--- config.mk ---
export PLATFORM = sky130hd
export DESIGN_NAME = pipe_stage_reg
export DESIGN_NICKNAME = d
export VERILOG_FILES = /design/src/rtl/pipe_stage_reg.sv
export SDC_FILE = /design/constraint.sdc
export NUM_CORES = 1
export LEC_CHECK = 0
export CAP_MARGIN = 20
export CORE_UTILIZATION = 55
export CTS_BUF_LIST = sky130_fd_sc_hd__clkbuf_8
export DETAILED_ROUTE_END_ITERATION = 7
export HOLD_SLACK_MARGIN = 0.06
export PLACE_DENSITY = 0.91
export SYNTH_ARGS = -nofsm -noshare
export SYNTH_HDL_FRONTEND = slang
export SYNTH_SLANG_ARGS = --single-unit
--- constraint.sdc ---
create_clock -name clk -period 2.1 [get_ports clk]
set_input_delay 0.42 -clock clk [delete_from_list [all_inputs] [get_ports clk]]
set_output_delay 0.42 -clock clk [all_outputs]
set_load 0.1 [all_outputs]
--- src/rtl/pipe_stage_reg.sv ---
// Elastic pipeline stage register: valid/ready handshake with a one-entry skid
// buffer so in_ready is registered, plus flush that restores the bubble value.
module pipe_stage_reg #(
    parameter int unsigned       WIDTH  = 32,
    parameter logic [WIDTH-1:0]  BUBBLE = '0
) (
    input  logic             clk,
    input  logic             rst,
    input  logic             flush,
    input  logic             in_valid,
    input  logic [WIDTH-1:0] in_data,
    output logic             in_ready,
    output logic             out_valid,
    output logic [WIDTH-1:0] out_data,
    input  logic             out_ready
);

    typedef enum logic [1:0] {
        EMPTY = 2'd0,
        ONE   = 2'd1,
        FULL  = 2'd2
    } state_t;

    state_t           state_q, state_d;
    logic [WIDTH-1:0] main_q, main_d;
    logic [WIDTH-1:0] skid_q, skid_d;
    logic             in_ready_q;
    logic             out_valid_q;
    logic             accept;
    logic             emit;

    assign accept    = in_valid & in_ready_q;
    assign emit      = out_valid_q & out_ready;
    assign in_ready  = in_ready_q;
    assign out_valid = out_valid_q;
    assign out_data  = main_q;

    // State register; handshake flags are precomputed from the next state so
    // neither output has a combinational path from the inputs.
    always_ff @(posedge clk) begin
        if (rst) begin
            state_q     <= EMPTY;
            main_q      <= BUBBLE;
            skid_q      <= BUBBLE;
            in_ready_q  <= 1'b1;
            out_valid_q <= 1'b0;
        end else begin
            state_q     <= state_d;
            main_q      <= main_d;
            skid_q      <= skid_d;
            in_ready_q  <= (state_d != FULL);
            out_valid_q <= (state_d != EMPTY);
        end
    end

    // Next-state and storage update; flush overrides any handshake.
    always_comb begin
        state_d = state_q;
        main_d  = main_q;
        skid_d  = skid_q;
        if (flush) begin
            state_d = EMPTY;
            main_d  = BUBBLE;
            skid_d  = BUBBLE;
        end else begin
            case (state_q)
                EMPTY: begin
                    if (accept) begin
                        state_d = ONE;
                        main_d  = in_data;
                    end
                end
                ONE: begin
                    if (accept && emit) begin
                        main_d  = in_data;
                    end else if (accept) begin
                        state_d = FULL;
                        skid_d  = in_data;
                    end else if (emit) begin
                        state_d = EMPTY;
                        main_d  = BUBBLE;
                    end
                end
                FULL: begin
                    if (emit) begin
                        state_d = ONE;
                        main_d  = skid_q;
                        skid_d  = BUBBLE;
                    end
                end
                default: begin
                    state_d = EMPTY;
                    main_d  = BUBBLE;
                    skid_d  = BUBBLE;
                end
            endcase
        end
    end

endmodule

==> out/metrics.csv <==
stage,metric,value,unit
cts,root_buffer,clkbuf_8,
floorplan,rows,28,
floorplan,start_util,58.3,%
synth,syn-num-nets,439,
flow_run,drv_cap,0,
timing,rsz0062_at_grt,false,
timing,period_share,87.9,%
critical_path,crit_type,in -> reg,
route,drc,0,
critical_path,cp_data_arrival_time,2.12,ns
synth,ys_seq_area_share,38.8,%
synth,synth.most_common_cell,dfxtp_1,
synth,mappedNetlistArea,3510,sq um
cts,cts_inserted_buffers,9,
synth,syn_avg_cell_area,8.73,sq um
finish,syn2layout_area_growth,24.4,%
timing,fmax,0.542,GHz
critical_path,cp_slowest_cell,o2bb2ai_4,
critical_path,cp.required,2.38,ns
critical_path,max_stage_delay,0.67,ns
global_routing,grt_pass1_wl,15200,um
timing,setup-violations-final,0,
synth,synth_common_cells,"dfxtp_1 (68), a21oi_1 (36), nor2_1 (35)",
cts,hold_buffers,0,
cts,cts_tree,yes,
synth,ys_types,31,
cts,post_cts_buffers,0,
route,drt-wirelength-per-cell,18.0,um
route,vias,3456,
place,gp_congestion,0.759,
cts,ctsResizeCount,0,
floorplan,dieArea,6710,sq um
floorplan,pin_count,71,
synth,synth_warnings,0,
outcome,status,"complete, no violations",
finish,diodes,0,
cts,cts_sinks,68,
cts,clock_latency,0.35,ns
synth,ys_top_cells_by_area,"dfxtp_1 (39%), mux2i_1 (9.1%), nand4b_1 (8.0%), a22oi_1 (6.8%), o22ai_1 (5.7%)",
min_path,hold_path_class,reg -> reg,
cts,htree_levels,3,
route,first_pass_iters,5,
place,place_hpwl,5450,um
power,power,0.00334,W
power,power_density,765,nW/um^2
global_routing,first_global_vias,3180,
finish,stdcell_count,525,
timing,fin_skew,0.00914,ns
global_routing,grt_max_degree,72,
critical_path,cp-start-kind,input pin,
synth,yosysTopAreaCell,dfxtp_1,
synth,ys_ff_latch,68,
cts,clk_pin_slew,0.08,ns
route,routed_wl,9450,um
route,final_antenna_net_count,0,
timing,max_slew_margin,44.7,%
synth,synth_edf_count,0,
route,vias_per_cell,6.58,
floorplan,coreArea,6030,sq um
synth,synth_top_area_share,38.8,%
timing,hold_violations,0,
power,peakVddDrop,0.466,mV
timing,fin_crit,1.85,ns
timing,drv_slew,0,
floorplan,die_y,81.9,um
finish,drive_gt1_share,16.4,%
critical_path,crit_path_end_kind,register,
synth,synthCells,402,
place,dp.cells,509,
floorplan,chipWidth,81.9,um
place,io_buffers,70,
power,leakage,1.44,nW
route,drt_iter0_markers,590,
global_routing,grt_use_total,29.3,%
cts,clockBufferDepth,2,
critical_path,crit_chain,clkdlybuf4s50_1 -> and2_1 -> o2bb2ai_4 -> a22oi_1 -> nor2_1,
timing,worst_slew_pin_slew,0.829,ns
synth,async_flop_share,0,%
critical_path,critPathMaxFanout,32,
finish,nets,482,
global_routing,antenna_found_initial,0,
synth,postSynth.topFlopCell,dfxtp_1,
global_routing,grt_remaining_overflow,0,
-- registers in the layout, indices dropped and copies added (netlist names) --
| register | count |
|---|---|
| in_ready | 1 |
| out_data | 32 |
| out_valid | 1 |
| skid_q | 32 |
| state_q | 2 |
-- layout make-up --
cell class / instances / area, sq um
Clock inverter: 6 / 111
Sequential cell: 68 / 1370
Timing Repair Buffer: 82 / 793
Clock buffer: 10 / 138
Fill cell: 449 / 1660
Tap cell: 75 / 93.8
Multi-Input combinational cell: 284 / 1870
-- final timing paths --
path | from | to | slack (ns) | cells after the start
worst max-delay path | out_ready | out_data[30]$_SDFFE_PP0P_ | 0.25 | 5
worst min-delay path | skid_q[24]$_SDFFE_PP0P_ | skid_q[24]$_SDFFE_PP0P_ | 0.48 | 2
worst max register to register | state_q[0]$_SDFF_PP0_ | out_data[30]$_SDFFE_PP0P_ | 0.40 | 4
worst min register to register | skid_q[24]$_SDFFE_PP0P_ | skid_q[24]$_SDFFE_PP0P_ | 0.48 | 2
-- cell usage in the layout (no fill, tap or decap), types with 10 or more instances in the layout --
cell type        count
a21oi_1             36
o21ai_1             10
buf_4               39
nor2_1              35
a22oi_1             32
clkdlybuf4s50_1     36
o21ai_0             22
o22ai_1             32
nand4b_1            32
clkbuf_8            10
mux2i_1             32
nand3_1             33
dfxtp_1             65
-- power by group --
part           leakage (nW)  internal (W)  switching [W]
clock                 0.122      0.000821       0.000531
combinational         0.762      0.000221       0.000432
sequential            0.551       0.00132      0.0000193
-- cell families after synthesis --
| group | share of synthesized area [%] |
|---|---|
| AOI/OAI and AO/OA | 24.1 |
| and+or+nand+nor | 19.5 |
| DFF | 38.8 |
| buffers and inverters | 8.05 |
| muxes | 9.12 |
| xor gates and xnor gates | 0.463 |
-- per-layer routing --
metal / vias up / track usage, % / wire length [um]
li1: 1593 / - / -
met1: 1662 / 37.8 / 3810
met2: 177 / 48.3 / 4760
met3: 24 / 4.00 / 646
met4: 0 / 13.0 / 231
met5: - / 0 / 0
-- critical path: cells and delay by family --
kind	cells	cell delay, ns
compound gates	2	0.90
buf+inv	1	0.44
simple gates	2	0.36
-- per-stage QoR --
stage	setup WS, ns	setup TNS, ns	instance area, sq um	util [%]	hold slack [ns]
global route	0.126	0	4370	72.5	0.497
finish	0.254	0	4370	72.5	0.476
CTS	0.289	0	4370	72.5	0.476
detailed placement	-0.0550	-0.533	4120	68.4	0.465
floorplan	0.0932	0	3510	-	0.449
global placement	0.0405	0	4120	68.4	0.456
Power figures use the tool's default switching activity.
